<file path="src/rtl/vermibus_pkg.sv">
// Shared definitions for the Vermibus arbiter.
//   - Bus widths: ADDR_W / DATA_W / STRB_W (32 / 32 / 4)
//   - MAX_CHANNELS: largest legal requester count
//   - arb_state_e: arbiter FSM state encoding
//   - idx_width(): width of a channel index (at least one bit)
package vermibus_pkg;

    localparam int unsigned ADDR_W       = 32;
    localparam int unsigned DATA_W       = 32;
    localparam int unsigned STRB_W       = 4;
    localparam int unsigned MAX_CHANNELS = 8;

    typedef enum logic [0:0] {
        ST_IDLE = 1'b0,
        ST_BUSY = 1'b1
    } arb_state_e;

    // A single channel still needs a one-bit index register.
    function automatic int unsigned idx_width(input int unsigned n);
        return (n > 1) ? $clog2(n) : 1;
    endfunction

endpackage

</file>
<file path="src/rtl/vermibus_arbiter_select.sv">
// Combinational winner selection for the Vermibus arbiter.
// Configuration macro: VERMIBUS_ARBITER_ROUND_ROBIN_EN
//   defined   -> round-robin, search starts at ptr_i + 1 and wraps
//   undefined -> fixed priority, lowest valid index wins; ptr_i ignored
// Ports:
//   valid_i     : per-channel request valid
//   ptr_i       : last granted channel
//   idx_o       : selected channel (0 when nothing is valid)
//   any_valid_o : at least one channel is requesting
module vermibus_arbiter_select
    import vermibus_pkg::*;
#(
    parameter int unsigned N_CHANNELS = 2,
    parameter int unsigned IDX_W      = idx_width(N_CHANNELS)
) (
    input  logic [N_CHANNELS-1:0] valid_i,
    input  logic [IDX_W-1:0]      ptr_i,
    output logic [IDX_W-1:0]      idx_o,
    output logic                  any_valid_o
);

    assign any_valid_o = |valid_i;

`ifdef VERMIBUS_ARBITER_ROUND_ROBIN_EN
    logic found;

    // Walk offsets 1..N from the pointer; the first valid channel on that
    // circular walk wins. The pointer itself is visited last.
    always_comb begin
        found = 1'b0;
        idx_o = '0;
        for (int off = 1; off <= int'(N_CHANNELS); off++) begin
            for (int c = 0; c < int'(N_CHANNELS); c++) begin
                if (!found && valid_i[c] &&
                    (c == ((int'(ptr_i) + off) % int'(N_CHANNELS)))) begin
                    found = 1'b1;
                    idx_o = IDX_W'(c);
                end
            end
        end
    end
`else
    logic unused_ptr;
    assign unused_ptr = ^ptr_i;

    // Scan downward so the lowest valid index is the last assignment.
    always_comb begin
        idx_o = '0;
        for (int c = int'(N_CHANNELS) - 1; c >= 0; c--) begin
            if (valid_i[c]) begin
                idx_o = IDX_W'(c);
            end
        end
    end
`endif

endmodule

</file>
<file path="src/rtl/vermibus_arbiter.sv">
// Vermibus N-to-1 arbiter.
// Configuration macro: VERMIBUS_ARBITER_ROUND_ROBIN_EN
//   defined   -> round-robin arbitration with a last-grant pointer
//   undefined -> fixed priority (lowest index wins), no pointer register
// Ports:
//   clk, reset          : single clock, synchronous active-high reset
//   req_valid/req_ready : per-channel request / transfer-complete strobe
//   req_address/wstrobe/wdata/lookahead : per-channel request payload
//   req_rdata           : read data, broadcast to every channel
//   mem_*               : the single downstream Vermibus
// One IDLE cycle separates transfers: a grant is registered in IDLE and the
// owner is forwarded combinationally to mem_* while BUSY.
// N_CHANNELS legal range is 1..MAX_CHANNELS.
module vermibus_arbiter
    import vermibus_pkg::*;
#(
    parameter int unsigned N_CHANNELS = 2
) (
    input  logic                                clk,
    input  logic                                reset,
    input  logic [N_CHANNELS-1:0]               req_valid,
    output logic [N_CHANNELS-1:0]               req_ready,
    input  logic [N_CHANNELS-1:0][ADDR_W-1:0]   req_address,
    input  logic [N_CHANNELS-1:0][STRB_W-1:0]   req_wstrobe,
    input  logic [N_CHANNELS-1:0][DATA_W-1:0]   req_wdata,
    output logic [N_CHANNELS-1:0][DATA_W-1:0]   req_rdata,
    input  logic [N_CHANNELS-1:0]               req_lookahead,
    output logic                                mem_valid,
    input  logic                                mem_ready,
    output logic [ADDR_W-1:0]                   mem_address,
    output logic [STRB_W-1:0]                   mem_wstrobe,
    output logic [DATA_W-1:0]                   mem_wdata,
    input  logic [DATA_W-1:0]                   mem_rdata,
    output logic                                mem_lookahead
);

    localparam int unsigned IDX_W = idx_width(N_CHANNELS);

    arb_state_e       state_q, state_d;
    logic [IDX_W-1:0] owner_q, owner_d;
    logic [IDX_W-1:0] grant_ptr;
    logic [IDX_W-1:0] sel_idx;
    logic             sel_any;

    // Owner's request, selected by comparison rather than indexing so that
    // non-power-of-two channel counts never read out of range.
    logic              own_valid;
    logic [ADDR_W-1:0] own_address;
    logic [STRB_W-1:0] own_wstrobe;
    logic [DATA_W-1:0] own_wdata;
    logic              own_lookahead;

`ifdef VERMIBUS_ARBITER_ROUND_ROBIN_EN
    logic [IDX_W-1:0] last_q, last_d;
    assign grant_ptr = last_q;
`else
    assign grant_ptr = '0;
`endif

    vermibus_arbiter_select #(
        .N_CHANNELS (N_CHANNELS),
        .IDX_W      (IDX_W)
    ) u_select (
        .valid_i     (req_valid),
        .ptr_i       (grant_ptr),
        .idx_o       (sel_idx),
        .any_valid_o (sel_any)
    );

    // Next-state logic. The owner is held for the whole transfer; only
    // mem_ready (or reset) ends BUSY, even if the owner drops req_valid.
    always_comb begin
        state_d = state_q;
        owner_d = owner_q;
`ifdef VERMIBUS_ARBITER_ROUND_ROBIN_EN
        last_d  = last_q;
`endif
        case (state_q)
            ST_IDLE: begin
                if (sel_any) begin
                    state_d = ST_BUSY;
                    owner_d = sel_idx;
                end
            end
            ST_BUSY: begin
                if (mem_ready) begin
                    state_d = ST_IDLE;
`ifdef VERMIBUS_ARBITER_ROUND_ROBIN_EN
                    last_d  = owner_q;
`endif
                end
            end
            default: state_d = ST_IDLE;
        endcase
    end

    always_ff @(posedge clk) begin
        if (reset) begin
            state_q <= ST_IDLE;
            owner_q <= '0;
`ifdef VERMIBUS_ARBITER_ROUND_ROBIN_EN
            // Pointing at the top channel makes the first grant search from 0.
            last_q  <= IDX_W'(N_CHANNELS - 1);
`endif
        end else begin
            state_q <= state_d;
            owner_q <= owner_d;
`ifdef VERMIBUS_ARBITER_ROUND_ROBIN_EN
            last_q  <= last_d;
`endif
        end
    end

    always_comb begin
        own_valid     = 1'b0;
        own_address   = '0;
        own_wstrobe   = '0;
        own_wdata     = '0;
        own_lookahead = 1'b0;
        for (int i = 0; i < int'(N_CHANNELS); i++) begin
            if (int'(owner_q) == i) begin
                own_valid     = req_valid[i];
                own_address   = req_address[i];
                own_wstrobe   = req_wstrobe[i];
                own_wdata     = req_wdata[i];
                own_lookahead = req_lookahead[i];
            end
        end
    end

    // Downstream bus is quiet in IDLE; BUSY forwards the owner unchanged.
    always_comb begin
        mem_valid     = 1'b0;
        mem_address   = '0;
        mem_wstrobe   = '0;
        mem_wdata     = '0;
        mem_lookahead = 1'b0;
        req_ready     = '0;
        if (state_q == ST_BUSY) begin
            mem_valid     = own_valid;
            mem_address   = own_address;
            mem_wstrobe   = own_wstrobe;
            mem_wdata     = own_wdata;
            mem_lookahead = own_lookahead;
            for (int i = 0; i < int'(N_CHANNELS); i++) begin
                req_ready[i] = mem_ready && (int'(owner_q) == i);
            end
        end
    end

    // Read data is broadcast; only the strobed channel takes it.
    always_comb begin
        for (int i = 0; i < int'(N_CHANNELS); i++) begin
            req_rdata[i] = mem_rdata;
        end
    end

endmodule
</file>
<file path="config.mk">
export PLATFORM = sky130hd
export DESIGN_NAME = vermibus_arbiter
export DESIGN_NICKNAME = d
export VERILOG_FILES = /design/src/rtl/vermibus_pkg.sv /design/src/rtl/vermibus_arbiter_select.sv /design/src/rtl/vermibus_arbiter.sv
export SDC_FILE = /design/constraint.sdc
export NUM_CORES = 1
export LEC_CHECK = 0
export BUFFER_PORTS_ARGS = -buffer_cell sky130_fd_sc_hd__buf_2
export CORE_AREA = 3 3 119 121
export DETAILED_ROUTE_END_ITERATION = 10
export DIE_AREA = 0 0 122 124
export PLACE_DENSITY = 0.53
export REMOVE_ABC_BUFFERS = 1
export SYNTH_ARGS = -nofsm -noshare
export SYNTH_HDL_FRONTEND = slang
export SYNTH_SLANG_ARGS = --single-unit
</file>
<file path="constraint.sdc">
create_clock -name clk -period 2.1 [get_ports clk]
set_input_delay 0.42 -clock clk [delete_from_list [all_inputs] [get_ports clk]]
set_output_delay 0.42 -clock clk [all_outputs]
set_load 0.02 [all_outputs]
</file>
==> qor.txt <==
Number of logic stages on the critical path including buffering - 4
Logic depth of the worst register-to-register path - 3
H-Tree Level Count - 1
Commonest non-fill, non-tap cells in the layout - 214 x sky130_fd_sc_hd__buf_2, 70 x sky130_fd_sc_hd__mux2i_1, 70 x sky130_fd_sc_hd__nor2_1
Nature of the critical path endpoint - output port
Number of slew-limit violations in the final report - 0
Post-cts resize count - 0
Clock tree from TritonCTS - done
Post-synthesis instance area - 1680 sq um
Final std cell area, no fill - 2490 sq um
Post-route minimum period - 1770 ps
Number of buffers and inverters on the critical path - 2
Buffers inserted during post-CTS setup optimization - 0
Max-cap violation count - 0
Fraction of layout cells with a size suffix above 1 - 60.1%
FF+latch count, synth - 2
Ratio of total power to cell area - 379 nW/um^2
Least-Margin Pin Slew - 413 ps
Die X - 122 um
Clock skew after layout - 0.780 ps
Final routed DRC violation total - 0
Number of different library cells in the post-synthesis netlist - 15
Number of placed instances, taps included - 545
DR WL/cell - 15.7 um
Clock transition time at the flip-flop clock pins of the worst setup and hold paths - 30 ps
Final Net Count - 549
Static Leakage - 0.00136 uW
Highest net fanout along the worst path - 30
Placement Cell Area - 2410 sq um
Leading cell type in the layout, fill and taps excluded - sky130_fd_sc_hd__buf_2
Highest achievable clock rate - 0.565 GHz
Hold-fix buffers at CTS - 0
Antenna violations before repair - 3
DRT iter0 DRCs - 45
Initial Utilization - 12.7%
Worst-case setup slack after placement - 548 ps
Unrepaired setup endpoints after global routing - no
Routability-driven placement congestion ratio - 0.699
Max stage delay cell, worst path - sky130_fd_sc_hd__dfxtp_4
Pin count of the biggest net entering global routing - 41
Worst hold-check path type - input pin to register
Layout area overhead - 48.9%
Total power of the final layout - 947 uW
Post-detail-place hpwl - 7.52 mm
Maximum clock insertion buffer count - 2
Stage delay of the slowest cell on the critical path - 370 ps
Number of buffers added on ports - 214
Master cell of the clock root buffer - sky130_fd_sc_hd__clkbuf_16
Number of sinks handled by clock tree synthesis - 2
Peak ir drop on the vdd network - 0.146 mV
Portion of the post-synthesis area used by sequential elements - 2.39%
Site row count - 42
Number of buffers created by CTS - 3
Wire length of the first global-routing pass - 11.2 mm
Global-route usage over all layers - 10.0%
Setup-violating endpoint count in the final report - 0
Hold Vio Cnt, Final - 0
Post-detailed-routing wire length - 8.67 mm
IO Pins - 311
Vias - 2072
Arrival time of data at the critical path endpoint - 1350 ps
YS warnings - 0
Remaining antenna violation count after routing - 0
Number of standard cells in the layout, taps in and fillers out - 552
Later-pin clock latency in the skew report - 220 ps
DR pass1 iterations - 4
Die boundary height - 124 um
Cells on Worst Hold Path - 2
Post-Synthesis Mean Instance Area - 7.32 sq um
Top cells by area in the synthesized netlist - sky130_fd_sc_hd__mux2i_1 42%, sky130_fd_sc_hd__buf_4 29%, sky130_fd_sc_hd__nor2_1 16%, sky130_fd_sc_hd__buf_8 6.3%, sky130_fd_sc_hd__dfxtp_1 2.4%
Area inside the core boundary - 13200 sq um
Per-cell via count in the routed design - 3.75
Crit start category - register
Worst setup margin - 331 ps
Area share of the largest cell type after synthesis - 41.8%
Final cycle utilization of the critical path - 84.2%
Kind of cell adding the most delay to the critical path - buffers and inverters
Required time at the worst-slack endpoint - 1680 ps
Run status - finished, final reports clean
Area enclosed by the die boundary - 15100 sq um
Synthesized netlist cell count - 229
List of cells traversed by the critical path - buf_12 -> mux2i_1 -> nor2_1 -> buf_2
Cell taking the most area after synthesis - sky130_fd_sc_hd__mux2i_1
Number of global-route vias before repair - 1922
GRT Residual Overflow - 0
Normalized max-slew margin - 72.5%
Fraction of the core area covered by cells at the end of the flow - 18.9%
Critical Setup Path Class - register to output port
-- synth_stat cells --
| cell type | instances |
|---|---|
| sky130_fd_sc_hd__mux2i_1 | 70 |
| sky130_fd_sc_hd__dfxtp_1 | 2 |
| sky130_fd_sc_hd__buf_8 | 7 |
| sky130_fd_sc_hd__nor3_1 | 1 |
| sky130_fd_sc_hd__buf_6 | 1 |
| sky130_fd_sc_hd__and3_1 | 2 |
| sky130_fd_sc_hd__buf_4 | 64 |
| sky130_fd_sc_hd__a221oi_1 | 1 |
| sky130_fd_sc_hd__nor2_1 | 70 |
| sky130_fd_sc_hd__a211oi_1 | 1 |
| sky130_fd_sc_hd__buf_2 | 1 |
| sky130_fd_sc_hd__inv_1 | 1 |
| sky130_fd_sc_hd__inv_2 | 1 |
| sky130_fd_sc_hd__clkbuf_1 | 6 |
| sky130_fd_sc_hd__nand2b_1 | 1 |
-- metal layers --
metal,vias up,share of wire (%),global-route usage [%]
li1,986,-,-
met1,829,35,10.1
met2,245,39,13.9
met3,8,25,11.1
met4,4,0.48,1.54
met5,-,0.91,4.51
-- registers in the layout, indices dropped and copies added (netlist names) --
register and count:
state_q 1, owner_q 1
-- cells by family after synthesis --
group | share of synthesized area, %
DFF | 2.39
and+or+nand+nor | 17.1
AOI/OAI and AO/OA | 0.971
buffers and inverters | 37.7
muxes | 41.8
-- power by group --
part / internal (uW) / switching [uW] / total (uW) / leakage [uW]
logic: 268 / 333 / 601 / 0.00130
registers: 41.1 / 4.71 / 45.8 / 0.0000173
clock network: 250 / 49.5 / 300 / 0.0000382
total: 559 / 387 / 947 / 0.00136
-- per-stage QoR --
stage | setup TNS, ps | hold slack (ps)
2_1_floorplan | -101860 | 496
3_3_place_gp | 0 | 522
3_5_place_dp | 0 | 538
4_1_cts | 0 | 389
5_1_grt | 0 | 391
6_report | 0 | 387
-- layout make-up --
cell class	instances	area (sq um)
well taps	176	220
multi-input cells	146	1000
clock buffers	4	78.8
flip-flops and latches	2	43.8
diodes	3	7.51
fillers	1520	10700
repair buffers	219	1130
inverters	2	7.51
-- final timing paths --
path	start	end	slack, ps
worst max-delay path	owner_q$_SDFFE_PP0P_	mem_wdata[25]	330
worst min-delay path	reset	owner_q$_SDFFE_PP0P_	390
worst min register to register	state_q$_SDFF_PP0_	state_q$_SDFF_PP0_	550
worst max register to register	state_q$_SDFF_PP0_	owner_q$_SDFFE_PP0P_	1000
-- worst register-to-register path: stages (launching register included) --
cell	delay (ps)
sky130_fd_sc_hd__dfxtp_1	400
sky130_fd_sc_hd__inv_2	50
sky130_fd_sc_hd__buf_4	240
sky130_fd_sc_hd__a221oi_1	310
(Power assumes the default switching activity.)
